===== config.mk =====
export PLATFORM = sky130hd
export DESIGN_NAME = mul_div_unit
export DESIGN_NICKNAME = d
export VERILOG_FILES = /design/src/rtl/mul_div_unit.sv
export SDC_FILE = /design/constraint.sdc
export NUM_CORES = 1
export LEC_CHECK = 0
export CAP_MARGIN = 40
export CORE_MARGIN = 1
export CORE_UTILIZATION = 25
export CTS_CLUSTER_SIZE = 12
export DETAILED_ROUTE_END_ITERATION = 8
export GPL_ROUTABILITY_DRIVEN = 0
export HOLD_SLACK_MARGIN = 0.12
export PLACE_DENSITY = 0.47
export RECOVER_POWER = 50
export SETUP_SLACK_MARGIN = 0.5
export SLEW_MARGIN = 0
export SYNTH_ARGS = -nofsm -noshare
export SYNTH_HDL_FRONTEND = slang
export SYNTH_SLANG_ARGS = --single-unit

===== constraint.sdc =====
create_clock -name clk -period 3.1 [get_ports clk]
set_clock_uncertainty 0.05 [all_clocks]
set_input_delay 0.93 -clock clk [delete_from_list [all_inputs] [get_ports clk]]
set_output_delay 0.93 -clock clk [all_outputs]
set_load 0.01 [all_outputs]

===== src/rtl/mul_div_unit.sv =====
// -----------------------------------------------------------------------------
// mul_div_unit
//   Iterative multiply/divide unit for the MIPS32 execute stage. Holds the
//   architectural HI/LO registers and implements MULT, MULTU, DIV, DIVU,
//   MTHI and MTLO. Multiply and divide take 32 iteration cycles plus one
//   sign-fix cycle; MTHI/MTLO write HI/LO on the accept edge.
//
// Ports
//   clk    : system clock, rising edge
//   rst_n  : asynchronous active-low reset
//   start  : begin the operation selected by op (only sampled in IDLE)
//   op     : 000 MULT, 001 MULTU, 010 DIV, 011 DIVU, 100 MTHI, 101 MTLO,
//            110/111 no-op
//   a      : rs operand (multiplicand, dividend, MTHI/MTLO source)
//   b      : rt operand (multiplier, divisor)
//   busy   : high while a multiply/divide is in progress
//   done   : one-cycle pulse after HI/LO were written by a multiply/divide
//   hi, lo : HI and LO registers
// -----------------------------------------------------------------------------
module mul_div_unit (
   input  logic        clk,
   input  logic        rst_n,
   input  logic        start,
   input  logic [2:0]  op,
   input  logic [31:0] a,
   input  logic [31:0] b,
   output logic        busy,
   output logic        done,
   output logic [31:0] hi,
   output logic [31:0] lo
);

   localparam logic [2:0] OP_MULT  = 3'b000;
   localparam logic [2:0] OP_MULTU = 3'b001;
   localparam logic [2:0] OP_DIV   = 3'b010;
   localparam logic [2:0] OP_DIVU  = 3'b011;
   localparam logic [2:0] OP_MTHI  = 3'b100;
   localparam logic [2:0] OP_MTLO  = 3'b101;

   typedef enum logic [1:0] {
      S_IDLE = 2'd0,
      S_RUN  = 2'd1,
      S_FIX  = 2'd2
   } state_t;

   state_t      state;
   logic [4:0]  cnt;
   logic        is_div;
   logic        sign_a;
   logic        sign_b;
   logic [31:0] opnd;   // multiplicand magnitude, or divisor magnitude
   logic [63:0] prod;   // multiply: {partial sum, remaining multiplier bits}
   logic [31:0] rem;    // divide: remainder so far
   logic [31:0] quo;    // divide: dividend bits still to consume / quotient bits

   // Operand magnitudes at accept time. Even op codes are the signed
   // variants; negating 0x80000000 yields 0x80000000, which is exactly the
   // unsigned magnitude wanted.
   logic        signed_op;
   logic        a_neg;
   logic        b_neg;
   logic [31:0] abs_a;
   logic [31:0] abs_b;

   assign signed_op = ~op[0];
   assign a_neg     = signed_op & a[31];
   assign b_neg     = signed_op & b[31];
   assign abs_a     = a_neg ? (~a + 32'd1) : a;
   assign abs_b     = b_neg ? (~b + 32'd1) : b;

   // Multiply step: add the multiplicand when the current multiplier bit
   // (LSB of prod) is set, then shift the whole 64-bit product right by one.
   logic [32:0] mul_sum;
   assign mul_sum = {1'b0, prod[63:32]} + (prod[0] ? {1'b0, opnd} : 33'd0);

   // Divide step: the 33-bit partial remainder brings in the next dividend
   // bit, MSB first. The subtraction is kept only when it does not underflow.
   // The retained difference is always below the divisor, so 32 bits hold it.
   logic [32:0] div_shift;
   logic        div_ok;
   logic [31:0] div_diff;
   assign div_shift = {rem, quo[31]};
   assign div_ok    = (div_shift >= {1'b0, opnd});
   assign div_diff  = div_shift[31:0] - opnd;

   // Sign fix applied on the FIX edge.
   logic        res_neg;
   logic [63:0] prod_fix;
   logic [31:0] quo_fix;
   logic [31:0] rem_fix;
   assign res_neg  = sign_a ^ sign_b;
   assign prod_fix = res_neg ? (~prod + 64'd1) : prod;
   assign quo_fix  = res_neg ? (~quo + 32'd1) : quo;
   assign rem_fix  = sign_a ? (~rem + 32'd1) : rem;

   // NOTE: non-blocking assignments throughout so every register samples the
   // pre-edge value of every other register, regardless of statement order.
   always_ff @(posedge clk or negedge rst_n) begin
      if (!rst_n) begin
         // NOTE: the work registers are reset as well as the control state;
         // they are only a few flops, and known values keep simulation free
         // of X that would otherwise leak into hi/lo on an aborted sequence.
         state  <= S_IDLE;
         cnt    <= 5'd0;
         is_div <= 1'b0;
         sign_a <= 1'b0;
         sign_b <= 1'b0;
         opnd   <= 32'd0;
         prod   <= 64'd0;
         rem    <= 32'd0;
         quo    <= 32'd0;
         busy   <= 1'b0;
         done   <= 1'b0;
         hi     <= 32'd0;
         lo     <= 32'd0;
      end else begin
         done <= 1'b0;
         case (state)
            S_IDLE: begin
               if (start) begin
                  case (op)
                     OP_MTHI: hi <= a;
                     OP_MTLO: lo <= a;
                     OP_MULT, OP_MULTU: begin
                        state  <= S_RUN;
                        busy   <= 1'b1;
                        cnt    <= 5'd0;
                        is_div <= 1'b0;
                        sign_a <= a_neg;
                        sign_b <= b_neg;
                        opnd   <= abs_a;
                        prod   <= {32'd0, abs_b};
                     end
                     OP_DIV, OP_DIVU: begin
                        state  <= S_RUN;
                        busy   <= 1'b1;
                        cnt    <= 5'd0;
                        is_div <= 1'b1;
                        sign_a <= a_neg;
                        sign_b <= b_neg;
                        opnd   <= abs_b;
                        quo    <= abs_a;
                        rem    <= 32'd0;
                     end
                     default: ;  // 110/111 are no-ops
                  endcase
               end
            end

            S_RUN: begin
               if (is_div) begin
                  rem <= div_ok ? div_diff : div_shift[31:0];
                  quo <= {quo[30:0], div_ok};
               end else begin
                  prod <= {mul_sum, prod[31:1]};
               end
               if (cnt == 5'd31) begin
                  state <= S_FIX;
                  cnt   <= 5'd0;
               end else begin
                  cnt <= cnt + 5'd1;
               end
            end

            S_FIX: begin
               if (is_div) begin
                  hi <= rem_fix;
                  lo <= quo_fix;
               end else begin
                  hi <= prod_fix[63:32];
                  lo <= prod_fix[31:0];
               end
               state <= S_IDLE;
               busy  <= 1'b0;
               done  <= 1'b1;
            end

            default: begin
               state <= S_IDLE;
               busy  <= 1'b0;
            end
         endcase
      end
   end

endmodule


==> results.toml, run 1 <==
[logic_synthesis]
synthTopCellsByCount = "o21ai_0 (266), nand2_1 (250), dfrtp_1 (236), nor2_1 (213), a21oi_1 (192)"
syn-num-nets = 2410
synth_cells = 2267
synth_area_leader_cell = "dfrtp_1"
synth_most_common_cell = "o21ai_0"
async_reset_ff_share_pct = 100
yosys-top-cells-area = "dfrtp_1 (32%), o21ai_0 (7.3%), xnor2_1 (5.8%), xor2_1 (5.3%), a21oi_1 (5.3%)"
synth-seq-cells = 236
yosysUniqueCellTypes = 75
synth_edf_count = 0
synth_top_area_share_pct = 32.5
synth-warning-count = 0
ys_seq_area_share_pct = 32.5
netlist_area_sq_mm = 0.0182
syn_area_per_cell_sq_um = 8.02
synth_flop_cell = "dfrtp_1"

[timing]
max_slew_margin_pct = -31.1
clock.fmax_mhz = 319
post-route-period-util_pct = 101
rsz0062_at_grt = "true"
tightestPinTransition_ps = 1970
fin_setup_tns_ps = -59.8
slew_viol_final = 63
post-route-min-period_ps = 3130
layout_setup_ws_ps = -33.7
finalSetupViolCount = 4
finalHoldViolations = 0
holdWs_ps = 430

[clock_tree]
cts_buffers = 29
clock_path_buffers = 3
h-tree-depth = 1
clkSinkCount = 236
cts_tree = "yes"
insertion_delay_ps = 610
root_buffer = "clkbuf_16"
hold_buffers = 0
clkTransAtPathRegs_ps = 60

[critical_path]
arrival_ps = 3510
critical-path-top-delay-family = "simple AND/OR/NAND/NOR gates"
r2r_slack_ps = -30
crit_required_ps = 3480
cp-end-kind = "flip-flop"
cp_slowest_cell = "or4_4"
max_stage_delay_ps = 540
cp-start-kind = "flip-flop"
path_max_fanout = 3
path_cells = "or4_4, or3_4, or3_4, or4_4, buf_6, o41ai_4, xor2_1, o221ai_1"
worstPathBufferInverterCount = 1
critPathKind = "flip-flop to flip-flop"

[power_and_ir_drop]
irDropWorstVdd_mv = 0.502
power_mw = 33.9
power.leakage_nw = 11.5
power_density_mw_per_mm2 = 1240

[status]
violations = "capacitance limit, slew limit, setup timing"
status = "finished, violations left"

[global_routing]
grt_pass1_vias = 19500
grt_first_pass_wirelength_mm = 128
gr-usage-all-layers_pct = 22.7
overflow = 0
antenna_found_initial = 5
grt_max_degree = 65

[detailed_routing]
antenna_left = 0
drt_iter0_markers = 1692
dr.pass1.iters = 5
post-route-drc-count = 0
wl_per_cell_um = 23.0
vias_per_cell = 5.29
vias = 19800
wirelength_mm = 86.0

[floorplan]
die_area_sq_mm = 0.0738
rows = 98
fp.dieH_um = 272
die_w_um = 272
start_util_pct = 25.4
core_sq_mm = 0.0717
io_pins = 136

[layout]
area_growth_pct = 50.4
drive_gt1_share_pct = 31.8
fin_area_sq_mm = 0.0274
utilization_pct = 38.1
final_nets = 2916

[job]
cap_violations = 1

[placement]
dp_hpwl_mm = 66.1
dpl_cell_area_sq_mm = 0.0236
io_buffers = 135

[worst_hold_path]
hold_class = "flip-flop to flip-flop"
-- power by group --
group	internal (mW)	switching, mW	leakage (nW)	total, mW
logic	11.0	13.0	8.21	24.0
registers	4.48	1.75	2.85	6.23
clock network	2.13	1.49	0.479	3.63
total	17.6	16.2	11.5	33.9
-- registers in the layout, summed over array words and instances, names as in the netlist --
signal  count
quo        32
rem        32
opnd       32
sign_a      1
is_div      1
lo         32
busy        1
hi         32
prod       64
done        1
state       2
cnt         5
sign_b      1
-- repair_timing --
| action | 4_1_cts | 5_1_grt |
|---|---|---|
| setup buffers | 81 | 18 |
| setup endpoints to repair | 163 | 157 |
| pin swaps | 163 | 130 |
| gates resized for setup | 393 | 138 |
| gates cloned | 7 | 0 |
-- layout make-up --
cell class / instances / area (sq um)
antenna: 5 / 12.5
clock buffer: 42 / 845
clock inverter: 9 / 140
fill: 7205 / 44400
inverter: 69 / 275
multi-input combinational: 1836 / 13700
sequential: 236 / 5920
tap: 950 / 1190
timing repair buffer: 601 / 5300
-- final timing paths --
kind / from / to / cells after the start
max: rem[14]$_DFFE_PN0P_ / hi[29]$_DFFE_PN0P_ / 8
max reg2reg: rem[14]$_DFFE_PN0P_ / hi[29]$_DFFE_PN0P_ / 8
min in group asynchronous: rst_n / cnt[2]$_DFFE_PN0P_ / 1
max in group asynchronous: rst_n / rem[22]$_DFFE_PN0P_ / 2
min: opnd[20]$_DFFE_PN0P_ / opnd[20]$_DFFE_PN0P_ / 2
min reg2reg: opnd[20]$_DFFE_PN0P_ / opnd[20]$_DFFE_PN0P_ / 2
-- metal layers --
| metal | up-vias | share of wire (%) | GRT usage (%) |
|---|---|---|---|
| li1 | 9188 | - | - |
| met5 | - | 0.015 | 0 |
| met2 | 751 | 46 | 36.6 |
| met3 | 151 | 7.1 | 3.45 |
| met1 | 9752 | 43 | 30.1 |
| met4 | 2 | 4.6 | 9.73 |
-- cells in the final DEF, fill, tap and decap left out, types with 42 or more instances in the layout --
cell type,netlist,routed
xor2_1,111,101
buf_6,0,42
xnor2_1,121,108
inv_1,69,42
mux2i_1,56,56
clkdlybuf4s50_1,0,106
dfrtp_1,236,228
o21ai_0,266,164
a21oi_1,192,148
o21ai_1,13,80
nand2_1,250,236
buf_4,0,391
nor2_1,213,181
-- metrics by stage --
step / setup WS (ps) / cells
floorplan: 217 / 2267
global placement: -450 / 3585
detailed placement: -433 / 3585
CTS: -13.8 / 3724
global route: -94.8 / 3744
finish: -33.7 / 3748
-- worst reg2reg max path, delay by kind of cell, from the launching register on --
family / cells / cell delay (ps)
AND/OR/NAND/NOR: 4 / 1760
buffers and inverters: 1 / 160
AO/OA/AOI/OAI: 2 / 370
XOR/XNOR: 1 / 270
flip-flops: 1 / 370
-- cell families (layout without fill, tap and decap cells) --
kind of cell / Yosys count / count (layout) / synth area share (%)
AOI/OAI and AO/OA: 742 / 742 / 24.9
muxes: 65 / 65 / 3.70
other: 0 / 5 / 0
adders and majority gates: 73 / 73 / 5.10
DFF: 236 / 236 / 32.5
xor gates and xnor gates: 232 / 233 / 11.2
and+or+nand+nor: 723 / 723 / 18.7
buffers and inverters: 196 / 721 / 4.04
Power figures use the tool's default switching activity.
==> run 2: changes to the inputs <==
--- a/config.mk
+++ b/config.mk
@@ -8,6 +8,7 @@
 export CAP_MARGIN = 40
 export CORE_MARGIN = 1
 export CORE_UTILIZATION = 25
+export CTS_CLUSTER_DIAMETER = 120
 export CTS_CLUSTER_SIZE = 12
 export DETAILED_ROUTE_END_ITERATION = 8
 export GPL_ROUTABILITY_DRIVEN = 0
==> run 2 against run 1 <==
Compared with the run above:
- the flow finishes with violations (capacitance limit, slew limit)
- sequential share of layout area is 0.74 points lower
- critical path depth stayed put
- worst setup slack better by 54 ps
- clock power is 25% lower
- register-to-register slack better by 50 ps
- total power is 4.6% higher
- critical path type unchanged
==> results.toml, run 2 (synthesis gave the netlist of run 1 again) <==
[layout]
final_nets = 2932
layout_common_cells = "buf_4 (375), nand2_1 (229), dfrtp_1 (224)"
largest_reg_flops = 64
area_growth_pct = 55.8
layout_commonest_cell = "buf_4"
drive_gt1_share_pct = 36.1
largest_register = "prod"
final_cells = 3746
fin_area_sq_mm = 0.0283

[detailed_routing]
wl_per_cell_um = 23.4
post-route-drc-count = 0
dr.pass1.iters = 6
vias_per_cell = 5.34
vias = 20000
wirelength_mm = 87.5
antenna_left = 0
drt_iter0_markers = 1879

[critical_path]
critPathKind = "flip-flop to flip-flop"
path_max_fanout = 3
max_stage_delay_ps = 540
r2r_slack_ps = 20
path_cells = "or4_4, or3_4, or3_4, or4_4, buf_6, o31ai_4, xor2_1, o221ai_1"
cp-start-kind = "flip-flop"
cp-end-kind = "flip-flop"
cp_slowest_cell = "or4_4"
reg2reg_from = "rem[14]$_DFFE_PN0P_"
crit_required_ps = 3470
r2r_cells = 8
arrival_ps = 3450
timing.rr.end = "hi[25]$_DFFE_PN0P_"

[status]
status = "finished, violations left"
violations = "capacitance limit, slew limit"

[power_and_ir_drop]
pwr-share-comb_pct = 74.5
power_frac_clock_pct = 7.7
power.leakage_nw = 11.8
p_switching_mw = 17.2
p_sw_share_pct = 48.7
power_density_mw_per_mm2 = 1250
cellInternalPower_mw = 18.2
seqPwrFrac_pct = 17.8
irDropWorstVdd_mv = 0.515
power_mw = 35.4

[timing]
finalHoldViolations = 0
slew_viol_final = 64
finalSetupViolCount = 0
post-route-period-util_pct = 99.4
max_slew_margin_pct = -30.9
rsz0062_at_grt = "true"
clock.fmax_mhz = 325
post-route-min-period_ps = 3080
tightestPinTransition_ps = 1960

[clock_tree]
cts_tree = "yes"
hold_buffers = 0
insertion_delay_ps = 570
cts_buffers = 23
clkSinkCount = 236
clkTransAtPathRegs_ps = 70
h-tree-depth = 1
clock_path_buffers = 3
root_buffer = "clkbuf_16"

[placement]
dp_hpwl_mm = 66.1
dpl_cell_area_sq_mm = 0.0236
io_buffers = 135
dpl.cell_count = 3585

[worst_hold_path]
min_from = "opnd[20]$_DFFE_PN0P_"
hold_class = "flip-flop to flip-flop"
holdPathEnd = "opnd[20]$_DFFE_PN0P_"
hold_depth = 2

[floorplan]
die_area_sq_mm = 0.0738
core_sq_mm = 0.0717
die_w_um = 272
rows = 98
start_util_pct = 25.4
io_pins = 136
fp.dieH_um = 272

[global_routing]
antenna_found_initial = 5
grt_max_degree = 65
overflow = 0
grt_pass1_vias = 19600
grt_first_pass_wirelength_mm = 128
gr-usage-all-layers_pct = 22.9

[job]
cap_violations = 1
## run 2: worst max path at each step
stage | startpoint | to
6_report | rem[14]$_DFFE_PN0P_ | hi[25]$_DFFE_PN0P_
5_1_grt | rem[14]$_DFFE_PN0P_ | hi[29]$_DFFE_PN0P_
4_1_cts | rem[14]$_DFFE_PN0P_ | hi[29]$_DFFE_PN0P_
3_5_place_dp | a[6] | quo[29]$_DFFE_PN0P_
3_3_place_gp | a[6] | quo[29]$_DFFE_PN0P_
2_1_floorplan | a[6] | quo[29]$_DFFE_PN0P_
## run 2: per-layer routing
metal  routed length, um  vias to the layer above  GRT usage (%)
li1                    -                     9201              -
met1               37300                     9911           30.3
met2               40600                      752           36.9
met3                5810                      128           3.48
met4                3770                        2           9.43
met5                  13                        -              0
## run 2: through the flow
step                utilization (%)  TNS, ps  setup slack, ps  hold WS [ps]
finish                         39.5        0             20.1           430
global route                   39.5     -160            -53.7           463
CTS                            37.5    -7.55            -7.55           295
detailed placement             32.9   -16000             -433           410
global placement               32.9   -14480             -450           407
floorplan                         -        0              217           389
## run 2: final cells by class
cell class / instances / area [sq um]
multi-input cells: 1836 / 14700
clock buffers: 24 / 579
inverters: 69 / 288
clock inverters: 2 / 38.8
diodes: 6 / 15.0
fillers: 7095 / 43400
repair buffers: 623 / 5610
flip-flops and latches: 236 / 5920
well taps: 950 / 1190
## run 2: repair_timing
action,CTS,global route
endpoints found under the setup margin,160,148
pin swaps,201,184
gates resized for setup,526,289
cloned,7,1
buffers inserted,82,38
## run 2: power by group through the flow
stage	clock, mW	combinational, mW	sequential [mW]
finish	2.74	26.4	6.31
global route	2.89	28.1	6.44
CTS	2.79	23.9	6.17
detailed placement	0	18.9	6.08
global placement	0	18.7	6.07
floorplan	0	11.1	5.83
## run 2: worst max-delay path, delay by kind of cell (launching register included)
family | cells | cell delay [ps]
simple gates | 4 | 1760
flops | 1 | 380
compound gates | 2 | 360
xor+xnor | 1 | 230
buf+inv | 1 | 160
==> run 3: changes to the inputs <==
--- a/config.mk
+++ b/config.mk
@@ -6,6 +6,7 @@
 export NUM_CORES = 1
 export LEC_CHECK = 0
 export CAP_MARGIN = 40
+export CORE_ASPECT_RATIO = 0.9
 export CORE_MARGIN = 1
 export CORE_UTILIZATION = 25
 export CTS_CLUSTER_DIAMETER = 120
@@ -14,7 +15,6 @@
 export GPL_ROUTABILITY_DRIVEN = 0
 export HOLD_SLACK_MARGIN = 0.12
 export PLACE_DENSITY = 0.47
-export RECOVER_POWER = 50
 export SETUP_SLACK_MARGIN = 0.5
 export SLEW_MARGIN = 0
 export SYNTH_ARGS = -nofsm -noshare
==> run 3 against run 2 <==
Compared with the run above:
- the run now ends clean
- die area hardly changed
- total power is 0.52% lower
- sequential share of layout area is 0.19 points higher
- first-iteration DRC count is 0.27% lower
- global-route usage is 0.076 points higher
- cell count is 0.16% lower
- highest routed layer unchanged
- critical endpoint is now hi[29]$_DFFE_PN0P_
- clock-buffer cell count stayed put
==> results.toml, run 3 (synthesis gave the netlist of run 1 again) <==
[layout]
final_nets = 2932
drive_gt1_share_pct = 36.7
largest_register = "prod"
seqCellArea_sq_mm = 0.00593
multi_input_area_sq_mm = 0.0145
fillers = 7076
fin_area_sq_mm = 0.0281
largest_reg_flops = 64
n_antenna_cell = 0
layout_common_cells = "buf_4 (409), nand2_1 (231), dfrtp_1 (215)"
area_growth_pct = 54.7
layout_commonest_cell = "buf_4"

[clock_tree]
clock_path_buffers = 3
cts_buffers = 23
hold_buffers = 0
root_buffer = "clkbuf_16"
clkTransAtPathRegs_ps = 70
cts_tree = "yes"
h-tree-depth = 1
insertion_delay_ps = 570
clkSinkCount = 236

[critical_path]
cp-end-kind = "flip-flop"
arrival_ps = 3440
critPathKind = "flip-flop to flip-flop"
cp-start-kind = "flip-flop"
reg2reg_from = "rem[14]$_DFFE_PN0P_"
crit_required_ps = 3470
worstSetupStartpoint = "rem[14]$_DFFE_PN0P_"
path_max_fanout = 3

[floorplan]
rows = 93
core_sq_mm = 0.0718
fp.dieH_um = 258
die_area_sq_mm = 0.0738
io_pins = 136
start_util_pct = 25.3
die_w_um = 286

[timing]
finalHoldViolations = 0
clock.fmax_mhz = 325
fin_setup_tns_ps = 0
max_slew_margin_pct = 45.0
finalSetupViolCount = 0
post-route-period-util_pct = 99.2
rsz0062_at_grt = "true"
slew_viol_final = 0
tightestPinTransition_ps = 817
post-route-min-period_ps = 3070

[detailed_routing]
wl_per_cell_um = 23.3
vias = 20000
antenna_left = 0
wirelength_mm = 87.3
post-route-drc-count = 0
drt_iter0_markers = 1874
dr.pass1.iters = 6
vias_per_cell = 5.36

[global_routing]
grt_pass1_vias = 19500
gr-usage-all-layers_pct = 22.9
overflow = 0
grt_first_pass_wirelength_mm = 128
grt_max_degree = 61
antenna_found_initial = 3

[worst_hold_path]
hold_class = "input pin to asynchronous set/reset pin"

[status]
status = "completed"

[job]
cap_violations = 0

[power_and_ir_drop]
irDropWorstVdd_mv = 0.524
power.leakage_nw = 11.7
power_density_mw_per_mm2 = 1250
power_mw = 35.3

[placement]
io_buffers = 135
dpl_cell_area_sq_mm = 0.0234
dp_hpwl_mm = 66.4
run 3: cell types whose count changed in the layout (fill, tap and decap cells not counted), sizes merged, moves of 2 or more:
| cell | previous run | this run |
|---|---|---|
| clkbuf | 44 | 31 |
| buf | 484 | 496 |
| dlymetal6s2s | 13 | 6 |
| clkdlybuf4s15 | 1 | 3 |
| diode | 6 | 0 |
| dlygate4sd2 | 5 | 13 |
run 3: area by class of cell:
type	instances	share of cell area (%)
multi-input combinational	1835	51.7
sequential	236	21.1
timing repair buffer	624	19.8
tap	950	4.22
clock buffer	24	2.06
inverter	69	1.04
clock inverter	2	0.138
run 3: what timing repair did:
action	CTS	global route
cloned	7	0
pin swaps	202	190
gates resized for setup	505	272
setup buffers	98	48
endpoints found under the setup margin	160	146
run 3: path summary, 6_finish.rpt:
| kind | slack (ps) | end | cells past startpoint |
|---|---|---|---|
| max | 30 | hi[29]$_DFFE_PN0P_ | 8 |
| min | 230 | opnd[4]$_DFFE_PN0P_ | 1 |
| max reg2reg | 30 | hi[29]$_DFFE_PN0P_ | 8 |
| min reg2reg | 460 | cnt[2]$_DFFE_PN0P_ | 1 |
| max in group asynchronous | 1970 | hi[31]$_DFFE_PN0P_ | 2 |
| min in group clk | 460 | cnt[2]$_DFFE_PN0P_ | 1 |
run 3: through the flow:
stage	utilization (%)	hold slack [ps]	worst slack (ps)	instances
after floorplan	-	389	217	2267
after global placement	32.6	411	-476	3560
after detailed placement	32.6	410	-512	3560
after CTS	37.1	249	-2.32	3691
after global routing	39.2	250	-65.3	3740
final	39.2	233	25.4	3740
run 3: worst max-delay path: stages (launching register included):
cell and delay [ps]:
dfrtp_1 380, or4_4 540, or3_4 340, or3_4 380, or4_4 480, buf_6 170
o41ai_4 210, xor2_1 230, o221ai_1 150
run 3: where the power goes:
part	switching (mW)	internal (mW)	total [mW]
clock	1.33	1.40	2.73
combinational	14.0	12.0	26.1
sequential	1.97	4.49	6.46
run 3: per-layer routing:
metal | global-route usage (%) | vias to the layer above | routed length, um
li1 | - | 9196 | -
met1 | 32.7 | 9932 | 39300
met2 | 34.5 | 770 | 37600
met3 | 4.28 | 136 | 6970
met4 | 7.71 | 6 | 3340
met5 | 0 | - | 38
==> edit: new RTL, settings of run 1 <==
Encoding of `state_t`: now one-hot (3 bits for 3 states).
--- a/src/rtl/mul_div_unit.sv
+++ b/src/rtl/mul_div_unit.sv
@@ -37,10 +37,10 @@
    localparam logic [2:0] OP_MTHI  = 3'b100;
    localparam logic [2:0] OP_MTLO  = 3'b101;
 
-   typedef enum logic [1:0] {
-      S_IDLE = 2'd0,
-      S_RUN  = 2'd1,
-      S_FIX  = 2'd2
+   typedef enum logic [2:0] {
+      S_IDLE = 3'b001,
+      S_RUN  = 3'b010,
+      S_FIX  = 3'b100
    } state_t;
 
    state_t      state;
Function: no difference found for any inputs over 4 cycles, from zero or initial values and one cycle with rst_n low; so few cycles prove little.
==> edit against run 1 <==
  * The run still ends with max-capacitance violations, max-slew violations, negative setup slack left
  * Synthesized area grew 0.14%
  * Clock power shrank 4%
  * Combinational power shrank 38%
  * Worst setup slack lost 0.28 ns
  * Sequential power shrank 19%
  * Via count grew 0.31%
  * Count of clock-buffer cells in the layout shrank 1
  * Final area grew 4.3%
  * Total power shrank 31%
  * Sequential cell count grew 1
  * Highest routed layer is now met4
  * Routed wire length shrank 2.2%
==> edit: results (changes against run 1) <==
| Metric | Reported | Unit | Delta |
|---|---|---|---|
| Status | finished, violations left | - |  |
| Failing checks | max-capacitance violations, max-slew violations, negative setup slack | - |  |
| Worst-case vdd ir drop | 0.000468 | V | -6.9% |
| Max-capacitance violation count | 1 | - | unchanged |
| Yosys top cell area share | 0.324 | - | -0.000468 |
| Category of cells accounting for the largest share of critical-path delay | compound AO/OA/AOI/OAI gates | - |  |
| Mapped Nets | 2471 | - | +2.5% |
| Share of the final layout cell area in sequential cells | 0.208 | - | -0.00809 |
| Final Setup Violations | 60 | - | +56 |
| Most instantiated cells after synthesis | nand2_1 (272), o21ai_0 (266), nor2_1 (255) | - |  |
| Number of inserted diodes | 0 | - | -5 |
| Post-synthesis register bit count | 237 | - | +0.42% |
| Pin count of the biggest net entering global routing | 95 | - | +46% |
| Initial antenna violation count | 0 | - | -5 |
| Vias in the first global route | 19532 | - | -0.010% |
| Count of final max-slew check failures | 62 | - | -1.6% |
| Placed Area | 0.0240 | mm^2 | +1.7% |
| Share of final-layout standard cells stronger than drive strength 1 | 0.365 | - | +0.0472 |
| Number of CTS-inserted buffers | 27 | - | -6.9% |
| Multi-input gate area in the final layout | 0.0144 | mm^2 | +5.2% |
| Number of different library cells in the post-synthesis netlist | 72 | - | -4.0% |
| Normalized max-slew margin | -0.105 | - | +0.207 |
| Final worst-path setup slack | -0.317 | ns | -0.283 ns |
| Clock buffers | 41 | - | -2.4% |
| Metal-1 WL | 36.9 | mm | +0.68% |
| Met3 routed wirelength | 4.26 | mm | -31% |
| Top fanout value on the critical path | 7 | - | +4 |
| NonClk Buf Share | 0.202 | - | +0.00860 |
| Final-layout fill cell count | 7110 | - | -1.3% |
| Slowest cell on the critical path | dfrtp_1 | - |  |
| Routing usage on met3 | 0.0208 | - | -0.0137 |
| DR vias/cell | 5.19 | - | -1.9% |
| Max incr delay on CP | 0.41 | ns | -0.13 ns |
| Global-route wire length before repair | 124 | mm | -2.8% |
| Clock network area share | 0.0328 | - | -0.00315 |
| Worst slack after detailed placement | -0.710 | ns | -0.276 ns |
| Storage cell area | 0.00594 | mm^2 | +0.40% |
[edit: changes by cell type after synthesis, moves of 12 or more]
| cell | run 1 | this run |
|---|---|---|
| a211oi_1 | 13 | 45 |
| a21oi_1 | 192 | 224 |
| a22o_1 | 6 | 32 |
| a22oi_1 | 39 | 2 |
| buf_1 | 25 | 7 |
| clkbuf_1 | 102 | 130 |
| mux2i_1 | 56 | 26 |
| nand2_1 | 250 | 272 |
| nor2_1 | 213 | 255 |
| o211ai_1 | 31 | 19 |
| o221ai_1 | 22 | 5 |
| or3_1 | 33 | 20 |
[edit: stage by stage]
stage	hold WS (ns)	setup TNS (ns)	cells
after global routing	0.439	-13.77	3834
after global placement	0.414	-25.21	3675
after detailed placement	0.416	-27.38	3675
after floorplan	0.387	-0.161	2328
after CTS	0.257	-1.61	3793
final	0.426	-8.02	3834
[edit: worst register-to-register path: stages, from the launching register on]
cell	delay [ns]
dfrtp_1	0.41
inv_4	0.10
buf_12	0.14
buf_4	0.14
nor2_2	0.04
ha_1	0.29
nand4_1	0.17
nor4_4	0.20
o311a_1	0.26
nand3b_1	0.26
nor4_4	0.07
buf_4	0.16
o41ai_4	0.38
nand4_1	0.15
a31oi_1	0.19
xor2_1	0.09
a22o_1	0.18
[edit: path summary, 6_finish.rpt]
kind	endpoint	start	cells after the start	slack, ns
setup / recovery	prod[62]$_DFFE_PN0P_	prod[0]$_DFFE_PN0P_	16	-0.32
hold reg to reg	hi[25]$_DFFE_PN0P_	hi[25]$_DFFE_PN0P_	2	0.43
setup reg to reg	prod[62]$_DFFE_PN0P_	prod[0]$_DFFE_PN0P_	16	-0.32
min in group asynchronous	prod[32]$_DFFE_PN0P_	rst_n	1	0.71
hold / removal	hi[25]$_DFFE_PN0P_	hi[25]$_DFFE_PN0P_	2	0.43
max in group asynchronous	rem[16]$_DFFE_PN0P_	rst_n	2	0.49
[edit: kinds of logic (layout without fill, tap and decap cells)]
kind of cell / count (synthesis) / in the layout / share of synthesized area
XOR/XNOR: 233 / 233 / 0.112
AO/OA/AOI/OAI: 777 / 777 / 0.259
flip-flops: 237 / 237 / 0.326
buffers and inverters: 219 / 775 / 0.0457
adder cells (fa/ha/maj): 73 / 73 / 0.0510
AND/OR/NAND/NOR: 759 / 759 / 0.190
multiplexers: 30 / 30 / 0.0174
[edit: where the power goes]
group | total (mW) | internal, mW | switching, mW
logic | 15.0 | 7.00 | 7.96
registers | 5.03 | 3.99 | 1.04
clock network | 3.49 | 2.03 | 1.45
total | 23.5 | 13.0 | 10.5
[edit: repair_timing]
item	CTS	global route
cloned	7	0
buffers inserted	62	41
pin swaps	174	189
hold buffers	0	0
endpoints found under the hold margin	0	0
gates resized for setup	376	279
endpoints found under the setup margin	169	169
